File: src/rtl/mvm_pkg.sv
// Shared definitions for the matrix-vector feeder in front of the saturating MAC.
// Contents: FSM state encoding, default geometry and widths, operand/accumulator types.
// Optional feature macro used by mvm_feeder: MVM_MATRIX_HOLD_EN.
package mvm_pkg;

    typedef enum logic [2:0] {
        LOAD_W = 3'd0,
        LOAD_X = 3'd1,
        CLEAR  = 3'd2,
        ISSUE  = 3'd3,
        DRAIN  = 3'd4,
        OUT    = 3'd5
    } mvm_state_t;

    localparam int MVM_M     = 4;   // matrix rows / output elements
    localparam int MVM_N     = 4;   // matrix columns / vector length
    localparam int MVM_W     = 12;  // operand width
    localparam int MVM_ACC_W = 24;  // MAC accumulator width
    localparam int MAC_LAT   = 4;   // MAC valid_in -> valid_out latency

    typedef logic signed [MVM_W-1:0]     operand_t;
    typedef logic signed [MVM_ACC_W-1:0] acc_t;

endpackage

File: src/rtl/mvm_regfile.sv
// Small operand store: synchronous write, combinational read, no reset on contents.
// Ports:
//   clk            clock
//   we/waddr/wdata write port (captured on the rising edge)
//   raddr/rdata    asynchronous read port
module mvm_regfile #(
    parameter int DEPTH = 4,
    parameter int W     = 12,
    parameter int AW    = (DEPTH > 1) ? $clog2(DEPTH) : 1
) (
    input  logic          clk,
    input  logic          we,
    input  logic [AW-1:0] waddr,
    input  logic [W-1:0]  wdata,
    input  logic [AW-1:0] raddr,
    output logic [W-1:0]  rdata
);

    logic [W-1:0] mem [DEPTH];

    // Write port; contents intentionally survive reset.
    always_ff @(posedge clk) begin
        if (we) begin
            mem[waddr] <= wdata;
        end
    end

    // Read port feeds the MAC operands directly in the same cycle.
    always_comb begin
        rdata = mem[raddr];
    end

endmodule

File: src/rtl/mvm_feeder.sv
// Matrix-vector feeder: buffers an MxN matrix and an N-vector from one input stream, feeds
// operand pairs to an external saturating MAC one row at a time, and returns y = W*x.
// Ports:
//   clk, reset          clock, synchronous active-high reset
//   s_data/valid/ready  input word stream (matrix row-major, then vector)
//   mac_a/b/valid/clr   MAC operand pair, valid_in and accumulator clear
//   mac_f/valid_out     MAC accumulated result and its per-pair valid pulse
//   m_data/valid/ready  result stream, one y[r] per row
// Optional feature: define MVM_MATRIX_HOLD_EN to keep the matrix between jobs, so each job
// after the first supplies only the N vector words.
module mvm_feeder
    import mvm_pkg::*;
#(
    parameter int M     = MVM_M,
    parameter int N     = MVM_N,
    parameter int W     = MVM_W,
    parameter int ACC_W = MVM_ACC_W
) (
    input  logic                    clk,
    input  logic                    reset,
    input  logic signed [W-1:0]     s_data,
    input  logic                    s_valid,
    output logic                    s_ready,
    output logic signed [W-1:0]     mac_a,
    output logic signed [W-1:0]     mac_b,
    output logic                    mac_valid,
    output logic                    mac_clr,
    input  logic signed [ACC_W-1:0] mac_f,
    input  logic                    mac_valid_out,
    output logic signed [ACC_W-1:0] m_data,
    output logic                    m_valid,
    input  logic                    m_ready
);

    localparam int WD  = M * N;
    localparam int WAW = (WD > 1) ? $clog2(WD) : 1;
    localparam int XAW = (N > 1) ? $clog2(N) : 1;
    localparam int RW  = (M > 1) ? $clog2(M) : 1;
    localparam int PW  = $clog2(N + 1);

`ifdef MVM_MATRIX_HOLD_EN
    localparam mvm_state_t JOB_DONE_STATE = LOAD_X;
`else
    localparam mvm_state_t JOB_DONE_STATE = LOAD_W;
`endif

    mvm_state_t     state;
    mvm_state_t     next_state;
    logic [WAW-1:0] load_cnt;
    logic [XAW-1:0] k;
    logic [RW-1:0]  r;
    logic [PW-1:0]  pulse_cnt;

    logic           s_fire;
    logic           m_fire;
    logic           w_we;
    logic           x_we;
    logic           pulse;
    logic           last_w;
    logic           last_x;
    logic           last_k;
    logic           last_r;
    logic           last_pulse;
    logic [WAW-1:0] w_raddr;
    logic [W-1:0]   w_rdata;
    logic [W-1:0]   x_rdata;

    mvm_regfile #(.DEPTH(WD), .W(W)) u_wmem (
        .clk   (clk),
        .we    (w_we),
        .waddr (load_cnt),
        .wdata (s_data),
        .raddr (w_raddr),
        .rdata (w_rdata)
    );

    mvm_regfile #(.DEPTH(N), .W(W)) u_xmem (
        .clk   (clk),
        .we    (x_we),
        .waddr (XAW'(load_cnt)),
        .wdata (s_data),
        .raddr (k),
        .rdata (x_rdata)
    );

    // Handshake qualifiers and end-of-count flags; s_ready only rises in load states.
    always_comb begin
        s_fire     = s_valid & s_ready;
        m_fire     = m_valid & m_ready;
        w_we       = s_fire & (state == LOAD_W);
        x_we       = s_fire & (state == LOAD_X);
        pulse      = mac_valid_out & ((state == ISSUE) || (state == DRAIN));
        last_w     = (load_cnt == WAW'(WD - 1));
        last_x     = (load_cnt == WAW'(N - 1));
        last_k     = (k == XAW'(N - 1));
        last_r     = (r == RW'(M - 1));
        last_pulse = pulse & (pulse_cnt == PW'(N - 1));
        w_raddr    = WAW'(r) * WAW'(N) + WAW'(k);
    end

    // Operands are gated by mac_valid so they read as zero outside ISSUE and during reset.
    always_comb begin
        if (mac_valid) begin
            mac_a = w_rdata;
            mac_b = x_rdata;
        end else begin
            mac_a = '0;
            mac_b = '0;
        end
    end

    // Next-state logic.
    always_comb begin
        next_state = state;
        case (state)
            LOAD_W: begin
                if (s_fire && last_w) next_state = LOAD_X;
                else                  next_state = LOAD_W;
            end
            LOAD_X: begin
                if (s_fire && last_x) next_state = CLEAR;
                else                  next_state = LOAD_X;
            end
            CLEAR: begin
                next_state = ISSUE;
            end
            ISSUE: begin
                if (last_k) next_state = DRAIN;
                else        next_state = ISSUE;
            end
            DRAIN: begin
                if (last_pulse) next_state = OUT;
                else            next_state = DRAIN;
            end
            OUT: begin
                if (m_fire && last_r) next_state = JOB_DONE_STATE;
                else if (m_fire)      next_state = CLEAR;
                else                  next_state = OUT;
            end
            default: begin
                next_state = LOAD_W;
            end
        endcase
    end

    // State register plus control outputs registered from the next state, so each output
    // matches its state decode and is forced low while reset is held.
    always_ff @(posedge clk) begin
        if (reset) begin
            state     <= LOAD_W;
            s_ready   <= 1'b0;
            mac_clr   <= 1'b0;
            mac_valid <= 1'b0;
            m_valid   <= 1'b0;
        end else begin
            state     <= next_state;
            s_ready   <= (next_state == LOAD_W) || (next_state == LOAD_X);
            mac_clr   <= (next_state == CLEAR);
            mac_valid <= (next_state == ISSUE);
            m_valid   <= (next_state == OUT);
        end
    end

    // Load word counter; shared by both load phases and returned to zero at each phase end.
    always_ff @(posedge clk) begin
        if (reset) begin
            load_cnt <= '0;
        end else if (w_we) begin
            load_cnt <= last_w ? '0 : load_cnt + WAW'(1);
        end else if (x_we) begin
            load_cnt <= last_x ? '0 : load_cnt + WAW'(1);
        end
    end

    // Column index during ISSUE and row index advanced on each result handshake.
    always_ff @(posedge clk) begin
        if (reset) begin
            k <= '0;
            r <= '0;
        end else begin
            if (state == CLEAR)      k <= '0;
            else if (state == ISSUE) k <= last_k ? '0 : k + XAW'(1);
            if (x_we && last_x)      r <= '0;
            else if ((state == OUT) && m_fire) r <= last_r ? '0 : r + RW'(1);
        end
    end

    // MAC result pulses counted since the last clear; the N-th one carries the row result.
    always_ff @(posedge clk) begin
        if (reset) begin
            pulse_cnt <= '0;
            m_data    <= '0;
        end else begin
            if (state == CLEAR) pulse_cnt <= '0;
            else if (pulse)     pulse_cnt <= pulse_cnt + PW'(1);
            if ((state == DRAIN) && last_pulse) m_data <= mac_f;
        end
    end

endmodule

File: config.mk
export PLATFORM = sky130hd
export DESIGN_NAME = mvm_feeder
export DESIGN_NICKNAME = d
export VERILOG_FILES = /design/src/rtl/mvm_pkg.sv /design/src/rtl/mvm_regfile.sv /design/src/rtl/mvm_feeder.sv
export SDC_FILE = /design/constraint.sdc
export NUM_CORES = 1
export LEC_CHECK = 0
export CORE_MARGIN = 3
export CORE_UTILIZATION = 58
export CTS_CLUSTER_SIZE = 14
export DETAILED_ROUTE_END_ITERATION = 7
export GPL_TIMING_DRIVEN = 0
export MAX_ROUTING_LAYER = met4
export PLACE_DENSITY = 0.89
export SLEW_MARGIN = 20
export SYNTH_ARGS = -nofsm -noshare
export SYNTH_HDL_FRONTEND = slang
export SYNTH_SLANG_ARGS = --single-unit
File: constraint.sdc
create_clock -name clk -period 3.1 [get_ports clk]
set_input_delay 0.465 -clock clk [delete_from_list [all_inputs] [get_ports clk]]
set_output_delay 0.465 -clock clk [all_outputs]
set_load 0.02 [all_outputs]
==> summary.md <==
| Metric | Value |
|---|---|
| Result of the run | `finished, final reports clean` |
| Max-slew violation total from the final report | `0` |
| Clk slew on worst S/H paths | `0.06 ns` |
| Clock root cell | `clkbuf_16` |
| Maximum root-to-sink buffer count | `3` |
| Post-detailed-route via-to-cell ratio | `6.26` |
| Maxcap violations | `0` |
| Final Core Density | `70.6%` |
| Peak ir drop on the vdd network | `0.000430 V` |
| Total iterations of the first detailed-routing run | `5` |
| Part of the Yosys area used for sequential elements | `72.7%` |
| Largest incremental delay on the critical path | `0.38 ns` |
| Total CTS buffers | `27` |
| Post-DP HPWL | `16000 um` |
| Wire length of the first global-routing pass | `37400 um` |
| Clock tree from TritonCTS | `done` |
| Crit share post-route | `97.5%` |
| Post-synth design cell area | `11100 um2` |
| CP Buf/Inv Count | `3` |
| Static leakage | `4.29 nW` |
| Share of post-route cells with drive strength above 1 | `16.0%` |
| Post CTS Setup Buffer Count | `0` |
| WL per Instance | `23.6 um` |
| Routed vias | `6515` |
| Data required time at the worst endpoint | `2.63 ns` |
| Clock skew after layout | `0.0190 ns` |
| Worst min-delay path class | `input port to flip-flop` |
| Pwr/cell area | `556 nW/um2` |
| Crit path arrival time | `2.56 ns` |
| Aggregate routed wire length | `24600 um` |
| Area of the die | `20900 um2` |
| DRC violations left | `0` |
| Layout Nets | `836` |
| Worst setup slack after placement | `0.0560 ns` |
| Skew-Pair Late Insertion Delay | `0.54 ns` |
| Final global-route overflow total | `0` |
| Start of the worst register-to-register path | `state[1]$_SDFF_PP0_` |
| Setup violation total in the final timing report | `0` |
| Violation count after the first detailed-routing iteration | `712` |
| Placeable core area | `18800 um2` |
| Worst setup EP type | `primary output` |
| Syn_area_per_cell | `16.8 um2` |
| Global router's overall resource usage | `24.7%` |
| Unrepaired setup endpoints after global routing | `no` |
| Fin. Hold Viols | `0` |
| Number of hold buffers added after CTS | `0` |
| Diodes inserted | `0` |
| Worst-path fanout max | `10` |
| Horiz. Die Dim | `144 um` |
| Number of global-route vias before repair | `6722` |
| Relative area change from synthesis to final layout | `19.1%` |
| Die boundary height | `144 um` |
| Top cell by count, worst path | `buf_2` |
| Number of top-level pins | `93` |
| H-tree levels | `1` |
| Worst setup startpoint | `r[0]$_SDFFE_PP0P_` |
| Yosys cell types | `45` |
| Critical path cell sequence | `buf_2 > buf_2 > mux4_2 > a311oi_1 > a21oi_1 > dlygate4sd2_1` |
| Highest clock frequency the design can meet | `331 MHz` |
| Synth Instances | `664` |
| I/O Buffers | `91` |
| Endpoint of the worst-slack reg-to-reg timing path | `u_wmem.mem[12][10]$_DFFE_PP_` |
| Reg-to-reg slack, setup | `0.58 ns` |
| Number of warnings reported in the yosys synthesis log | `0` |
| Max transition margin | `24.7%` |
| Critical path class | `flip-flop to primary output` |
| Commonest non-fill, non-tap cells in the layout | `edfxtp_1, nand2_1, clkdlybuf4s50_1` |
| Flip-flop and latch count after synthesis | `284` |
| Termination of the worst setup path | `mac_a[0]` |
| Post-synthesis net count | `713` |
| Clock Sinks | `284` |
| Reg2reg path depth | `5` |
| Min Tclk post-route | `3.02 ns` |
| Final worst-path setup slack | `0.0782 ns` |
| Largest net degree at the start of global routing | `21` |
| Last weighted congestion value of the routability-driven placer | `0.898` |
| Placement Rows | `50` |
| Worst min-delay path startpoint | `reset` |
| Antenna violations before repair | `0` |
| Most common cell after layout, fill and taps aside | `edfxtp_1` |
| CTS-repair resized insts | `22` |
| Largest delay share family, worst path | `buffers and inverters` |
| Critical Path Source Type | `flip-flop` |
| Slowest cell on the critical path | `mux4_2` |
| Initial core utilization | `59.3%` |
| Total stage count of the critical path | `6` |
| Post-route antenna net violation count | `0` |
| Slew at the pin with the worst max-slew slack | `1.13 ns` |
## worst register-to-register path: stages (launching register included)
cell and delay [ns]:
dfxtp_1 0.40, nor4bb_1 0.26, buf_2 0.23, and2b_1 0.19, nand2_1 0.17, nor2_1 0.89
## metrics by stage
stage	power (W)	setup TNS (ns)	cell area [um2]	std cells	hold WS, ns
after global placement	0.00438	-24.86	12300	989	0.442
after floorplan	0.00428	0	11100	664	0.436
final	0.00736	0	13200	1041	0.388
after detailed placement	0.00440	0	12400	992	0.451
after CTS	0.00739	0	13200	1041	0.378
after global routing	0.00754	0	13200	1041	0.413
## cell type report
class	instances	area (um2)
tap	234	293
sequential	284	8090
timing repair buffer	94	917
fill	1146	5520
clock inverter	13	90.1
multi-input combinational	339	2870
buffer	35	244
clock buffer	36	719
inverter	6	22.5
## flip-flops by register name, summed over array words and instances, names as in the netlist, named ones only
| register | count |
|---|---|
| state | 3 |
| mac_valid | 1 |
| k | 2 |
| mac_clr | 1 |
| u_wmem.mem | 192 |
| r | 2 |
| s_ready | 1 |
| u_xmem.mem | 48 |
| m_valid | 1 |
| pulse_cnt | 3 |
| m_data | 24 |
| load_cnt | 4 |
## cell families (layout without fill, tap and decap cells)
| logic type | Yosys count | after routing | share of synthesized area (%) |
|---|---|---|---|
| compound gates | 84 | 84 | 4.85 |
| xor+xnor | 3 | 3 | 0.236 |
| fa+ha+maj | 8 | 8 | 0.900 |
| buf+inv | 41 | 184 | 2.07 |
| flops | 284 | 284 | 72.7 |
| mux | 86 | 86 | 12.5 |
| simple gates | 158 | 158 | 6.77 |
## synth_stat cells, drive strengths merged
library cell / number / area share (%)
or4: 1 / 0.068
nand3: 2 / 0.090
a2111oi: 1 / 0.25
nor2: 24 / 0.81
ha: 8 / 0.90
nor3: 5 / 0.22
nand2b: 3 / 0.17
xnor2: 2 / 0.16
mux4: 42 / 8.5
clkbuf: 17 / 0.57
nand2: 80 / 2.7
a22oi: 7 / 0.47
and3: 7 / 0.39
or4b: 1 / 0.090
and3b: 2 / 0.16
dfxtp: 44 / 7.9
xor2: 1 / 0.079
o21bai: 2 / 0.13
and2b: 2 / 0.13
edfxtp: 240 / 65
nor2b: 5 / 0.30
a221oi: 6 / 0.47
and2: 16 / 0.90
o2111ai: 6 / 0.47
a31oi: 1 / 0.056
buf: 18 / 1.3
o22ai: 1 / 0.056
nor3b: 2 / 0.18
inv: 6 / 0.20
o21ai: 16 / 0.72
nor4bb: 1 / 0.090
nand3b: 1 / 0.068
or2: 2 / 0.11
nand4: 2 / 0.11
mux2i: 44 / 4.0
o32ai: 1 / 0.079
and4b: 1 / 0.090
nand4b: 1 / 0.079
a311oi: 6 / 0.47
a21oi: 37 / 1.7
## layer usage
metal,GRT usage [%],wire length [um]
met5,-,0
met4,7.41,593
met3,5.09,2180
met2,40.4,12300
met1,31.6,9500
## where the power goes
part           switching (W)  internal, W  leakage, nW
sequential        0.00000646      0.00415         2.52
clock                0.00133      0.00171        0.404
combinational      0.0000932    0.0000644         1.37
## how the worst min path moves through the flow
stage                                      endpoint  slack [ns]  cells after the start
after floorplan           pulse_cnt[2]$_SDFFE_PP0N_        0.44                      2
after global placement      m_data[16]$_SDFFE_PP0P_        0.44                      2
after detailed placement    m_data[20]$_SDFFE_PP0P_        0.45                      2
after CTS                        m_valid$_SDFF_PP0_        0.38                      2
after global routing             m_valid$_SDFF_PP0_        0.41                      2
final                            m_valid$_SDFF_PP0_        0.39                      2
Note: power is estimated with default switching activity, not from simulation.
==> RTL change (same flow settings) <==
Compare `load_cnt` against `WAW'(N - 1)` with >= in place of ==.
--- a/src/rtl/mvm_feeder.sv
+++ b/src/rtl/mvm_feeder.sv
@@ -91,7 +91,7 @@
         x_we       = s_fire & (state == LOAD_X);
         pulse      = mac_valid_out & ((state == ISSUE) || (state == DRAIN));
         last_w     = (load_cnt == WAW'(WD - 1));
-        last_x     = (load_cnt == WAW'(N - 1));
+        last_x     = (load_cnt >= WAW'(N - 1));
         last_k     = (k == XAW'(N - 1));
         last_r     = (r == RW'(M - 1));
         last_pulse = pulse & (pulse_cnt == PW'(N - 1));
Check against the original RTL: no difference found for any inputs over 10 cycles, from zero or initial values and one cycle with reset high; that may be too few to reach the edited logic, so the function may still have changed.
==> RTL change against the unedited design <==
- synthesized area grew 0.57%
- synthesized cell count is 1.2% lower
- critical path type unchanged
- count of clock-buffer cells in the layout increased by 3
- sequential cell count unchanged
- design area increased by 1.6%
- sequential power hardly changed
- utilization is 0.91 points higher
- wire length grew 0.76%
- non-clock buffer count up 1
- die area is 0.55% higher
- critical path depth stayed put
- worst setup slack got worse by 0.031 ns
- total power grew 2.3%
- largest power group unchanged
==> RTL change: results (changes against the unedited design) <==
metric,value,unit,change
status,"finished, final reports clean",,unchanged
Critical Path AT,2.59,ns,was 2.56 ns
worst-margin pin slew,1.01,ns,was 1.13 ns
Num CTS Buffers,28,,was 27
"top cells by area, synth","edfxtp_1 (64%), mux4_2 (9.1%), dfxtp_1 (7.9%), mux2i_1 (3.6%), nand2_1 (2.4%)",,"was edfxtp_1 (65%), mux4_2 (8.5%), dfxtp_1 (7.9%), mux2i_1 (4.0%), nand2_1 (2.7%)"
vias per cell,6.09,,was 6.26
Synth Net Count,705,,was 713
P_leak,0.00428,uW,was 0.00429 uW
post-synth cell types,53,,was 45
clock-pin transition on the worst setup and hold timing paths,0.06,ns,about the same
share of cells above drive strength 1,18.4,%,was 16.0%
Post-DP HPWL,15800,um,was 16000 um
DR WL/cell,23.3,um,was 23.6 um
Nets,832,,was 836
yosys warns,0,,unchanged
first-pass GRT wire length,37300,um,was 37400 um
post-place setup slack,0.0504,ns,was 0.0560 ns
Post-synth EDFFs,240,,unchanged
Synth top cells by count,"edfxtp_1 (240), nand2_1 (72), mux4_2 (45), dfxtp_1 (44), mux2i_1 (40)",,"was edfxtp_1 (240), nand2_1 (80), dfxtp_1 (44), mux2i_1 (44), mux4_2 (42)"
Worst VDD drop,0.381,mV,was 0.430 mV
vias in the first global route,6699,,was 6722
CTS max path bufs,3,,unchanged
post-CTS setup buffer count,0,,unchanged
htree depth,1,,unchanged
Tot GR Track Use,24.7,%,about the same
antenna-violating nets left,0,,unchanged
sequential area share after synthesis,72.3,%,was 72.7%
R2R setup slack,0.71,ns,was 0.58 ns
Fin Clk Skew,0.0157,ns,was 0.0190 ns
Antenna Cells,0,,unchanged
Final Wtd Congestion,0.971,,was 0.898
HP Class,reg2reg,,was in2reg
Final min period,3.05,ns,was 3.02 ns
number of I/O port buffers,92,,was 91
initial drt markers,703,,was 712
placed inst area,12500,sq um,was 12400 sq um
-- RTL change: worst max-delay path: stages, from the launching register on --
cell and delay (ns):
dfxtp_2 0.38, buf_8 0.19, buf_8 0.18, mux4_2 0.53, mux2i_2 0.25, o32ai_1 0.16, dlygate4sd2_1 0.36
-- RTL change: per-layer routing --
metal  share of wire, %  vias to the layer above  track usage (%)
met1                 39                     3207             31.9
li1                   -                     2793                -
met4                3.1                        0             8.15
met5                  0                        -                -
met2                 50                      401             40.1
met3                8.4                       72             4.57
-- RTL change: final timing paths --
path,startpoint,to,cells past startpoint
hold / removal,m_data[14],m_data[14],2
setup reg to reg,state[0],u_wmem.mem[1][0],6
hold reg to reg,m_data[14],m_data[14],2
setup / recovery,k[0],mac_a[0],6
-- RTL change: what timing repair did --
item	CTS	global route
setup endpoints to repair	12	15
pin swaps	0	0
gates resized for setup	28	9
-- RTL change: per-stage QoR --
| step | TNS (ns) | hold slack, ns | power (uW) | instances |
|---|---|---|---|---|
| floorplan | 0 | 0.436 | 4270 | 656 |
| global placement | -15.03 | 0.443 | 4380 | 1008 |
| detailed placement | 0 | 0.450 | 4390 | 1013 |
| CTS | 0 | 0.457 | 7560 | 1063 |
| global route | -0.0497 | 0.483 | 7720 | 1063 |
| finish | 0 | 0.455 | 7520 | 1063 |
-- RTL change: area by class of cell --
class,instances,area (sq um)
Clock buffer,39,793
Buffer,33,238
Sequential cell,284,8090
Tap cell,260,325
Multi-Input combinational cell,334,2970
Timing Repair Buffer,97,950
Clock inverter,11,77.6
Inverter,5,18.8
Fill cell,1116,5370
-- RTL change: power breakdown --
group / internal [uW] / total, uW / switching, uW
Combinational: 62.6 / 158 / 95.3
Clock: 1860 / 3210 / 1350
Sequential: 4150 / 4160 / 6.19
-- RTL change: kinds of logic after synthesis --
group                    synth area share [%]
flip-flops                               72.3
AND/OR/NAND/NOR                          7.34
multiplexers                             12.6
AO/OA/AOI/OAI                            4.60
buffers and inverters                    2.08
adder cells (fa/ha/maj)                 0.895
XOR/XNOR                                0.157
